$ cat config.mk
export PLATFORM = sky130hd
export DESIGN_NAME = alu_seq
export DESIGN_NICKNAME = d
export VERILOG_FILES = /design/src/rtl/alu_seq.sv
export SDC_FILE = /design/constraint.sdc
export NUM_CORES = 1
export LEC_CHECK = 0
export BUFFER_PORTS_ARGS = -buffer_cell sky130_fd_sc_hd__buf_4
export CAP_MARGIN = 20
export CORE_MARGIN = 2
export CORE_UTILIZATION = 58
export DETAILED_ROUTE_END_ITERATION = 10
export PLACE_DENSITY = 0.88
export SYNTH_ARGS = -nofsm -noshare
export SYNTH_HDL_FRONTEND = slang
export SYNTH_SLANG_ARGS = --single-unit
$ cat constraint.sdc
create_clock -name Clk -period 2.6 [get_ports Clk]
set_clock_uncertainty 0.1 [all_clocks]
set_input_delay 0.26 -clock Clk [delete_from_list [all_inputs] [get_ports Clk]]
set_output_delay 0.26 -clock Clk [all_outputs]
set_load 0.02 [all_outputs]
$ cat src/rtl/alu_seq.sv
// Registered multi-cycle ALU with valid/ready handshakes and status flags.
// Holds one operation at a time. Shifts by 1..WIDTH-1 iterate one bit per cycle.
module alu_seq #(
   parameter int unsigned WIDTH = 8,
   parameter int unsigned CNT_W = $clog2(WIDTH + 1)
) (
   input  logic             Clk,
   input  logic             Reset_n,
   input  logic             In_Valid,
   output logic             In_Ready,
   input  logic [WIDTH-1:0] InputA,
   input  logic [WIDTH-1:0] InputB,
   input  logic [2:0]       OP,
   output logic             Out_Valid,
   input  logic             Out_Ready,
   output logic [WIDTH-1:0] Out,
   output logic             Zero,
   output logic             Neg,
   output logic             Carry,
   output logic             Ovf
);

   localparam logic [2:0] OpAdd = 3'd0;
   localparam logic [2:0] OpSub = 3'd1;
   localparam logic [2:0] OpAnd = 3'd2;
   localparam logic [2:0] OpOrr = 3'd3;
   localparam logic [2:0] OpXor = 3'd4;
   localparam logic [2:0] OpRxr = 3'd5;
   localparam logic [2:0] OpLsl = 3'd6;
   localparam logic [2:0] OpLsr = 3'd7;

   localparam logic [WIDTH-1:0] WidthVal = WIDTH'(WIDTH);

   typedef enum logic [1:0] {StIdle, StShift, StDone} state_t;

   state_t           state;
   logic [WIDTH-1:0] result;
   logic             flag_z;
   logic             flag_n;
   logic             flag_c;
   logic             flag_v;
   logic [CNT_W-1:0] cnt;
   logic             shift_left;
   logic             in_ready;
   logic             out_valid;

   logic [WIDTH:0]   sum;
   logic [WIDTH:0]   diff;
   logic [WIDTH-1:0] res;
   logic             res_c;
   logic             res_v;
   logic             iterate;
   logic [WIDTH-1:0] step;
   logic             step_c;

   // Single-cycle result for every op; shifts here only cover n == 0 and n >= WIDTH.
   always_comb begin
      sum   = {1'b0, InputA} + {1'b0, InputB};
      diff  = {1'b0, InputA} - {1'b0, InputB};
      res   = '0;
      res_c = 1'b0;
      res_v = 1'b0;
      unique case (OP)
         OpAdd: begin
            res   = sum[WIDTH-1:0];
            res_c = sum[WIDTH];
            res_v = (InputA[WIDTH-1] == InputB[WIDTH-1]) && (res[WIDTH-1] != InputA[WIDTH-1]);
         end
         OpSub: begin
            res   = diff[WIDTH-1:0];
            res_c = diff[WIDTH];
            res_v = (InputA[WIDTH-1] != InputB[WIDTH-1]) && (res[WIDTH-1] != InputA[WIDTH-1]);
         end
         OpAnd: res = InputA & InputB;
         OpOrr: res = InputA | InputB;
         OpXor: res = InputA ^ InputB;
         OpRxr: res = {{(WIDTH - 1){1'b0}}, ^InputA};
         OpLsl, OpLsr: res = (InputB == '0) ? InputA : '0;
      endcase
   end

   // Shift amounts in 1..WIDTH-1 take the iterative path.
   always_comb begin
      iterate = (OP == OpLsl || OP == OpLsr) && (InputB != '0) && (InputB < WidthVal);
   end

   // One-position shift of the working register; carry is the bit falling off.
   always_comb begin
      if (shift_left) begin
         step   = {result[WIDTH-2:0], 1'b0};
         step_c = result[WIDTH-1];
      end else begin
         step   = {1'b0, result[WIDTH-1:1]};
         step_c = result[0];
      end
   end

   // Control FSM with registered result, flags and handshake outputs.
   always_ff @(posedge Clk) begin
      if (!Reset_n) begin
         state      <= StIdle;
         result     <= '0;
         flag_z     <= 1'b0;
         flag_n     <= 1'b0;
         flag_c     <= 1'b0;
         flag_v     <= 1'b0;
         cnt        <= '0;
         shift_left <= 1'b0;
         in_ready   <= 1'b1;
         out_valid  <= 1'b0;
      end else begin
         case (state)
            StIdle: begin
               if (In_Valid) begin
                  shift_left <= (OP == OpLsl);
                  in_ready   <= 1'b0;
                  if (iterate) begin
                     result <= InputA;
                     cnt    <= CNT_W'(InputB);
                     flag_c <= 1'b0;
                     flag_v <= 1'b0;
                     state  <= StShift;
                  end else begin
                     result    <= res;
                     flag_z    <= (res == '0);
                     flag_n    <= res[WIDTH-1];
                     flag_c    <= res_c;
                     flag_v    <= res_v;
                     out_valid <= 1'b1;
                     state     <= StDone;
                  end
               end
            end
            StShift: begin
               result <= step;
               flag_z <= (step == '0);
               flag_n <= step[WIDTH-1];
               flag_c <= step_c;
               cnt    <= cnt - CNT_W'(1);
               // Counter hits zero after this edge: last shift done.
               if (cnt == CNT_W'(1)) begin
                  out_valid <= 1'b1;
                  state     <= StDone;
               end
            end
            StDone: begin
               if (Out_Ready) begin
                  out_valid <= 1'b0;
                  in_ready  <= 1'b1;
                  state     <= StIdle;
               end
            end
            default: begin
               out_valid <= 1'b0;
               in_ready  <= 1'b1;
               state     <= StIdle;
            end
         endcase
      end
   end

   assign In_Ready  = in_ready;
   assign Out_Valid = out_valid;
   assign Out       = result;
   assign Zero      = flag_z;
   assign Neg       = flag_n;
   assign Carry     = flag_c;
   assign Ovf       = flag_v;

endmodule

==> summary.txt, run 1 <==
Routing
  – 1st-iter DRT viols: ~360
  – Via count: 2673
  – DRT Wirelength: 6940 um
  – WL/cell: 16.18 um
  – Remaining design rule violation count: 0
  – First-pass DRT Iterations: 5
  – Via/cell ratio: 6.231
  – Final ANT Viol Nets: 0

Critical path
  – Startpoint Class: input pin
  – Critical path required time: ~2.7 ns
  – R2R depth: 4
  – Crit path kind: input pin to flop
  – Crit path DAT: around 2.5 ns
  – CP max FO: 5
  – Worst setup EP type: flop

Timing
  – Final setup margin: between 0.2 and 0.25 ns
  – TNS Setup: 0 ns
  – Final Cycle Share: 91.91%
  – Slew headroom: 39.80%
  – Final min period: 2.390 ns
  – RSZ-0062 raised after global routing: false
  – Pin slew with the least headroom to its limit: 0.9012 ns
  – Max Fclk: between 400 and 500 MHz
  – Slew Limit Fails: 0
  – Hold Slack: 0.1125 ns
  – Final hold viol count: 0
  – # setup viols final: 0

CTS
  – Num Clock Sinks: 21
  – Clock Pin Slew Worst Setup and Hold Paths: 0.08 ns
  – CTS H-tree lvls: 1
  – Num CTS Buffers: 3
  – Worst skew pair latency: 0.26 ns
  – Root Driver: clkbuf_8
  – CTS Hold Bufs: 0
  – TritonCTS clock tree: yes
  – Maximum root-to-sink buffer count: 2
  – Post-CTS setup buffers: 0
  – Resized Gates After CTS: 0

Logic synthesis
  – Post-Synthesis Cells: roughly 340
  – Synth async-reset ratio: 0%
  – Syn_nets: 392
  – Yosys warns: 0
  – Mapped cell area: between 2000 and 3000 sq um
  – Ys flop type: dfxtp_1
  – Post-Syn Area per Cell: 7.467 sq um
  – EDFF count, synth: 0
  – Seq/Total Area, Yosys: 16.51%
  – Synth Register Bits: 21
  – Synth unique cells: slightly above 60

Status
  – Outcome: complete, no violations

Min path
  – Worst hold-check path type: input pin to flop
  – Hold depth: 2

Power and ir drop
  – Pwr Total: around 1.3 mW
  – Leakage power: 1.310 nW
  – VDD IR max: between 0.5 and 0.6 mV
  – Pwr Density: 453.2 nW/um^2

Placed design
  – DP Wirelength: 5294 um
  – Place WS: 0.01379 ns
  – Number of port buffers: 36
  – Placed Cells incl. Taps: ~430
  – Placed inst area: 2909 sq um
  – GPL Wtd Cong: 0.9504

Finish
  – Commonest cells after routing, fill and taps aside: buf_4 (52), nand2_1 (28), inv_1 (27), nor2_1 (27)
  – Most common cell after layout, fill and taps aside: buf_4
  – Core Util, Final: 68.79%
  – Layout cells sized above 1: 18.83%
  – Final Cell Area: 2954 sq um
  – Final nets: 429
  – Diode count: 0
  – Syn-to-layout area delta: 16.02%
  – Final Non-Filler Cells: 429

Die
  – Ports: 37
  – Core area: 4294 sq um
  – Site Rows: 24
  – Die H: roughly 70 um
  – Die span in x: roughly 70 um
  – Initial Utilization: between 50 and 60%
  – DIE AREA: between 4000 and 5000 sq um

Global route
  – GRT Total Usage: around 30%
  – Initial antenna violation count: 0
  – Total grt overflow: 0
  – Vias in the first global route: 2573
  – First-pass GRT wire length: 11940 um
  – Pin count of the biggest net entering global routing: 23

Flow run
  – Max_cap viols: 0
## worst max-delay path: stages
cell and delay [ns]:
buf_4 0.13, inv_1 0.07, ha_1 0.20, fa_1 0.24, nor2_1 0.08, o311a_1 0.33
o31ai_1 0.38, o221ai_1 0.20, a22oi_1 0.22, nand3_1 0.15, o31ai_2 0.21
## Yosys cell counts, drive strengths merged (8+ instances only)
cell type	n	share of area (%)
a21oi	24	4.9
buf	8	1.9
clkbuf	12	1.8
dfxtp	21	17
ha	26	13
inv	27	4.0
mux2i	10	3.9
nand2	28	4.1
nand3	12	2.4
nor2	27	4.0
nor3	12	2.4
o21a	8	2.4
o21ai	27	5.5
xnor2	13	4.5
## power by group
part	switching (mW)	total (mW)	internal [mW]
sequential	0.0656	0.439	0.373
combinational	0.384	0.684	0.300
clock	0.107	0.216	0.109
## path summary, 6_finish.rpt
kind / startpoint / endpoint / slack [ns]
worst max-delay path: InputA[0] / Zero / 0.21
worst min-delay path: In_Valid / Carry / 0.11
worst max register to register: state[0] / Out[0] / 0.56
worst min register to register: cnt[3] / cnt[3] / 0.39
## state kept, by name, indices dropped and copies added, names as in the netlist
name        flops
shift_left      1
Zero            1
Carry           1
In_Ready        1
Ovf             1
Out             8
cnt             4
Out_Valid       1
Neg             1
state           2
## logic make-up (layout without fill, tap and decap cells)
family,count (synthesis),count (layout),share of synthesized area [%]
xor gates and xnor gates,15,15,5.160
AOI/OAI and AO/OA,109,109,29.63
DFF,21,21,16.51
muxes,10,10,3.931
adders and majority gates,28,28,14.35
buffers and inverters,47,83,7.616
and+or+nand+nor,111,111,22.80
## layer usage
metal  vias to the layer above  wire, um  global-route usage (%)  part of all wire (%)
li1                       1286         -                       -                     -
met1                      1228      2964                   40.48                    43
met2                       141      3242                   46.75                    47
met3                        18       584                   3.896                   8.4
met4                         0       150                   9.615                   2.2
met5                         -         0                       0                     0
## cell type report
type / count / area [sq um]
Multi-Input combinational cell: 273 / 1932
Inverter: 27 / 101.3
Fill cell: 375 / 1340
Sequential cell: 21 / 420.4
Timing Repair Buffer: 52 / 390.4
Tap cell: 52 / 65.06
Clock buffer: 4 / 45.04
Note: power is estimated with default switching activity, not from simulation.
==> run 2: changes to the inputs <==
Settings changed: MAX_ROUTING_LAYER set to met4.
==> run 2 against run 1 <==
Compared with the run above:
- worst setup slack better by 0.025 ns
- count of clock-buffer cells in the layout is the same
- utilization decreased by 0.52 points
- total power hardly changed
- clock power decreased by 4%
- worst hold slack improved by 0.0041 ns
- wire length is 3.3% higher
- critical path depth stayed put
==> summary.txt, run 2 (synthesized netlist as in run 1, its figures left out) <==
Power and ir drop
  – Pwr Total: 1.338 mW (about the same)
  – VDD IR max: 0.3970 mV (-21%)
  – Pwr Density: 456.3 nW/um^2 (+0.67%)
  – Leakage power: 1.296 nW (-1.1%)

Critical path
  – Crit path DAT: 2.44 ns (-0.02 ns)
  – Setup slack, reg-to-reg: 0.46 ns (-0.10 ns)
  – Critical path required time: 2.68 ns (about the same)
  – CP max FO: 5 (unchanged)
  – Crit path kind: input pin to flop
  – Startpoint Class: input pin
  – Worst setup EP type: flop
  – R2R depth: 4 (unchanged)

Routing
  – First-pass DRT Iterations: 5 (unchanged)
  – Via/cell ratio: 6.460 (+3.7%)
  – Final ANT Viol Nets: 0 (unchanged)
  – 1st-iter DRT viols: 248 (-30%)
  – DRT Wirelength: 7166 um (+3.3%)
  – WL/cell: 16.82 um (+4.0%)
  – Remaining design rule violation count: 0 (unchanged)
  – Via count: 2752 (+3.0%)

Min path
  – Worst hold-check path type: input pin to flop
  – Hold depth: 2 (unchanged)

CTS
  – CTS Hold Bufs: 0 (unchanged)
  – Clock Pin Slew Worst Setup and Hold Paths: 0.07 ns (about the same)
  – Maximum root-to-sink buffer count: 2 (unchanged)
  – CTS H-tree lvls: 1 (unchanged)
  – Worst skew pair latency: 0.26 ns (about the same)
  – Num Clock Sinks: 21 (unchanged)
  – Resized Gates After CTS: 0 (unchanged)
  – Post-CTS setup buffers: 0 (unchanged)
  – TritonCTS clock tree: yes
  – Num CTS Buffers: 3 (unchanged)
  – Root Driver: clkbuf_8

Flow run
  – Max_cap viols: 0 (unchanged)

Timing
  – Final Cycle Share: 90.96% (-0.95 points)
  – # setup viols final: 0 (unchanged)
  – Final min period: 2.365 ns (-0.02476 ns)
  – RSZ-0062 raised after global routing: false
  – Max Fclk: 422.8 MHz (+1.0%)
  – Slew Limit Fails: 0 (unchanged)
  – Final hold viol count: 0 (unchanged)
  – Slew headroom: 42.42% (+2.6 points)
  – Hold Slack: 0.1166 ns (+0.004115 ns)
  – Pin slew with the least headroom to its limit: 0.8619 ns (-0.03925 ns)
  – TNS Setup: 0 ns (unchanged)

Finish
  – Syn-to-layout area delta: 15.14%
  – Commonest cells after routing, fill and taps aside: buf_4 (49), nand2_1 (28), inv_1 (27), nor2_1 (27)
  – Most common cell after layout, fill and taps aside: buf_4
  – Multi-input logic area: 1932 sq um (unchanged)
  – Diode count: 0 (unchanged)
  – Register area: 420.4 sq um (unchanged)
  – Max FFs per register: 8 (unchanged)
  – Core Util, Final: 68.27% (-0.52 points)
  – Final nets: 426 (-0.70%)
  – Layout cells sized above 1: 18.18% (-0.65 points)
  – Number of fill cells in the layout: 368 (-1.9%)
  – Final Cell Area: 2932 sq um (-0.76%)

Die
  – Die H: 70.26 um (unchanged)
  – Die span in x: 70.26 um (unchanged)
  – Core area: 4294 sq um (unchanged)
  – Initial Utilization: 59.29% (unchanged)
  – DIE AREA: 4936 sq um (unchanged)
  – Site Rows: 24 (unchanged)
  – Ports: 37 (unchanged)

Global route
  – Pin count of the biggest net entering global routing: 23 (unchanged)
  – Initial antenna violation count: 0 (unchanged)
  – GRT Total Usage: 29.80% (+0.59 points)
  – Vias in the first global route: 2479 (-3.7%)
  – First-pass GRT wire length: 11740 um (-1.7%)
  – Total grt overflow: 0 (unchanged)

Placed design
  – Number of port buffers: 36 (unchanged)
  – DP Wirelength: 5402 um (+2.0%)
  – GPL Wtd Cong: 0.9905 (+4.2%)
  – Placed inst area: 2887 sq um (-0.77%)

Status
  – Outcome: complete, no violations
run 2: cell count changes in the layout (fill, tap and decap cells not counted), sizes merged:
cell  change
buf       -3
run 2: path summary, 6_finish.rpt:
kind,start,to
setup / recovery,InputA[0],Zero
hold / removal,In_Valid,Carry
setup reg to reg,state[1],Zero
hold reg to reg,Ovf,Ovf
run 2: area by class of cell:
cell class | count | area share (%)
Sequential cell | 21 | 14.34
Clock buffer | 4 | 1.536
Timing Repair Buffer | 49 | 12.55
Inverter | 27 | 3.457
Multi-Input combinational cell | 273 | 65.90
Tap cell | 52 | 2.219
run 2: where the power goes:
group	internal (mW)	switching [mW]	leakage, nW	total (mW)
combinational	0.294	0.394	1.10	0.688
sequential	0.374	0.0685	0.172	0.442
clock	0.109	0.0988	0.0228	0.208
total	0.776	0.561	1.30	1.34
run 2: stage by stage:
step / instances / setup slack (ns)
2_1_floorplan: 341 / 0.3649
3_3_place_gp: 422 / 0.09786
3_5_place_dp: 422 / 0.04229
4_1_cts: 426 / 0.2831
5_1_grt: 426 / 0.08795
6_report: 426 / 0.2351
run 2: worst max-delay path, cell delays in order:
cell and delay [ns]:
buf_4 0.11, inv_1 0.06, ha_1 0.22, fa_1 0.42, nor2_1 0.18, o311a_1 0.22, o31ai_1 0.11, a221o_1 0.31
a22oi_1 0.21, nand3_1 0.15, o31ai_2 0.19
run 2: routing by layer:
| layer | GRT usage (%) | part of all wire [%] |
|---|---|---|
| met4 | 7.051 | 2.1 |
| met2 | 48.01 | 47 |
| met3 | 2.886 | 8.2 |
| met5 | - | 0 |
| met1 | 40.43 | 42 |
==> run 3: changes to the inputs <==
Settings changed: CORE_UTILIZATION 58 to 40, PLACE_DENSITY 0.88 to 0.66.
==> run 3 against run 2 <==
Compared with the run above:
- register-to-register slack improved by 0.28 ns
- total power increased by 0.38%
- first-iteration DRC count shrank 15%
- critical path depth stayed put
- critical path type unchanged
- highest routed layer unchanged
==> summary.txt, run 3 (synthesized netlist as in run 1, its figures left out) <==
Routing
  – Final ANT Viol Nets: 0 (unchanged)
  – Remaining design rule violation count: 0 (unchanged)
  – First-pass DRT Iterations: 5 (unchanged)
  – 1st-iter DRT viols: 210 (-15%)
  – WL/cell: 15.13 um (-10%)
  – Via count: 2602 (-5.5%)
  – DRT Wirelength: 6914 um (-3.5%)
  – Via/cell ratio: 5.694 (-12%)

Timing
  – TNS Setup: 0 ns (unchanged)
  – Slew headroom: 52.33% (+9.9 points)
  – Max Fclk: 430.7 MHz (+1.9%)
  – Final hold viol count: 0 (unchanged)
  – Pin slew with the least headroom to its limit: 0.7133 ns (-0.1486 ns)
  – RSZ-0062 raised after global routing: false
  – Slew Limit Fails: 0 (unchanged)
  – Final Cycle Share: 89.30% (-1.7 points)
  – Final setup margin: 0.2783 ns (+0.04321 ns)
  – # setup viols final: 0 (unchanged)
  – Final min period: 2.322 ns (-0.04321 ns)

Die
  – Initial Utilization: 40.80% (-18 points)
  – Ports: 37 (unchanged)
  – Core area: 6241 sq um (+45%)
  – Die span in x: 83.79 um (+19%)
  – Die H: 83.79 um (+19%)
  – Site Rows: 29 (+21%)
  – DIE AREA: 7020 sq um (+42%)

Critical path
  – Crit. Startpoint: InputA[0]
  – Buf/Inv on CP: 2 (unchanged)
  – Startpoint Class: input pin
  – Crit path kind: input pin to flop
  – Crit path capture: Out[6]
  – Critical path required time: 2.67 ns (about the same)
  – FF-to-FF End: Out[3]
  – Crit path depth: 11 (unchanged)
  – Crit path DAT: 2.39 ns (-0.05 ns)
  – Setup slack, reg-to-reg: 0.74 ns (+0.28 ns)
  – Reg2reg start: state[1]
  – Slowest cell on crit path: o31ai_1
  – Cells along the critical path: buf_4 -> inv_1 -> ha_1 -> fa_1 -> nor2_1 -> o311a_1 -> o31ai_1 -> o221ai_1 -> a22oi_1 -> a21oi_1 -> o21a_1
  – CP max FO: 5 (unchanged)
  – CP max stage delay: 0.36 ns (-0.06 ns)
  – Cell family with most CP delay: compound AO/OA/AOI/OAI gates
  – Worst setup EP type: flop
  – R2R depth: 4 (unchanged)

Power and ir drop
  – Pwr Density: 446.4 nW/um^2 (-2.2%)
  – Leakage power: 1.325 nW (+2.3%)
  – VDD IR max: 0.2925 mV (-26%)

CTS
  – Post-CTS setup buffers: 0 (unchanged)
  – Num CTS Buffers: 3 (unchanged)
  – CTS H-tree lvls: 1 (unchanged)
  – Num Clock Sinks: 21 (unchanged)
  – CTS Hold Bufs: 0 (unchanged)
  – Worst skew pair latency: 0.27 ns (about the same)
  – Resized Gates After CTS: 0 (unchanged)
  – Maximum root-to-sink buffer count: 2 (unchanged)
  – Root Driver: clkbuf_8
  – Clock Pin Slew Worst Setup and Hold Paths: 0.08 ns (about the same)
  – TritonCTS clock tree: yes

Global route
  – Initial antenna violation count: 0 (unchanged)
  – Pin count of the biggest net entering global routing: 23 (unchanged)
  – First-pass GRT wire length: 11720 um (-0.17%)
  – Total grt overflow: 0 (unchanged)
  – Vias in the first global route: 2362 (-4.7%)
  – GRT Total Usage: 20.16% (-9.6 points)

Finish
  – Max FFs per register: 8 (unchanged)
  – Most common cell after layout, fill and taps aside: buf_4
  – Layout cells sized above 1: 19.47% (+1.3 points)
  – Multi-input logic area: 1932 sq um (unchanged)
  – Commonest cells after routing, fill and taps aside: buf_4 (55), nand2_1 (28), inv_1 (27), nor2_1 (27)
  – Final nets: 432 (+1.4%)
  – Diode count: 0 (unchanged)
  – Register area: 420.4 sq um (unchanged)
  – Syn-to-layout area delta: 18.13%
  – Number of fill cells in the layout: 651 (+77%)

Placed design
  – Place WS: 0.006018 ns (-0.03627 ns)
  – GPL Wtd Cong: 0.9130 (-7.8%)
  – DP Wirelength: 5355 um (-0.87%)
  – Number of port buffers: 36 (unchanged)

Flow run
  – Max_cap viols: 0 (unchanged)

Status
  – Outcome: complete, no violations

Min path
  – Worst hold-check path type: input pin to flop
run 3: worst min-delay path by stage:
| stage | startpoint | endpoint | slack (ns) | cells past startpoint |
|---|---|---|---|---|
| final | In_Valid | Carry | 0.10 | 2 |
| after CTS | In_Valid | Carry | 0.1 | 2 |
| after detailed placement | Ovf | Ovf | 0.36 | 2 |
| after global placement | cnt[3] | cnt[3] | 0.35 | 1 |
| after global routing | In_Valid | Carry | 0.11 | 2 |
| after floorplan | In_Valid | Carry | 0.26 | 1 |
run 3: metal layers:
metal / global-route usage (%) / vias to the layer above / routed length, um
li1: - / 1305 / -
met1: 27.90 / 1207 / 3211
met2: 31.85 / 86 / 3249
met3: 3.462 / 4 / 420
met4: 2.639 / 0 / 32
met5: - / - / 0
run 3: through the flow:
stage / hold slack [ns] / area (sq um) / power [mW] / std cells / util [%]
after floorplan: 0.2584 / 2546 / 0.8982 / 341 / -
after global placement: 0.3459 / 2963 / 1.115 / 453 / 47.47
after detailed placement: 0.3591 / 2963 / 1.124 / 453 / 47.47
after CTS: 0.09810 / 3008 / 1.344 / 457 / 48.20
after global routing: 0.1113 / 3008 / 1.442 / 457 / 48.20
final: 0.1039 / 3008 / 1.343 / 457 / 48.20
run 3: layout make-up:
type / count / area share [%]
Inverter: 27 / 3.369
Sequential cell: 21 / 13.98
Tap cell: 77 / 3.203
Clock buffer: 4 / 1.498
Multi-Input combinational cell: 273 / 64.23
Timing Repair Buffer: 55 / 13.73
run 3: power breakdown:
group	internal, mW	switching (mW)	leakage, nW
combinational	0.305	0.379	1.13
sequential	0.373	0.0654	0.172
clock	0.109	0.110	0.0228
total	0.788	0.555	1.33
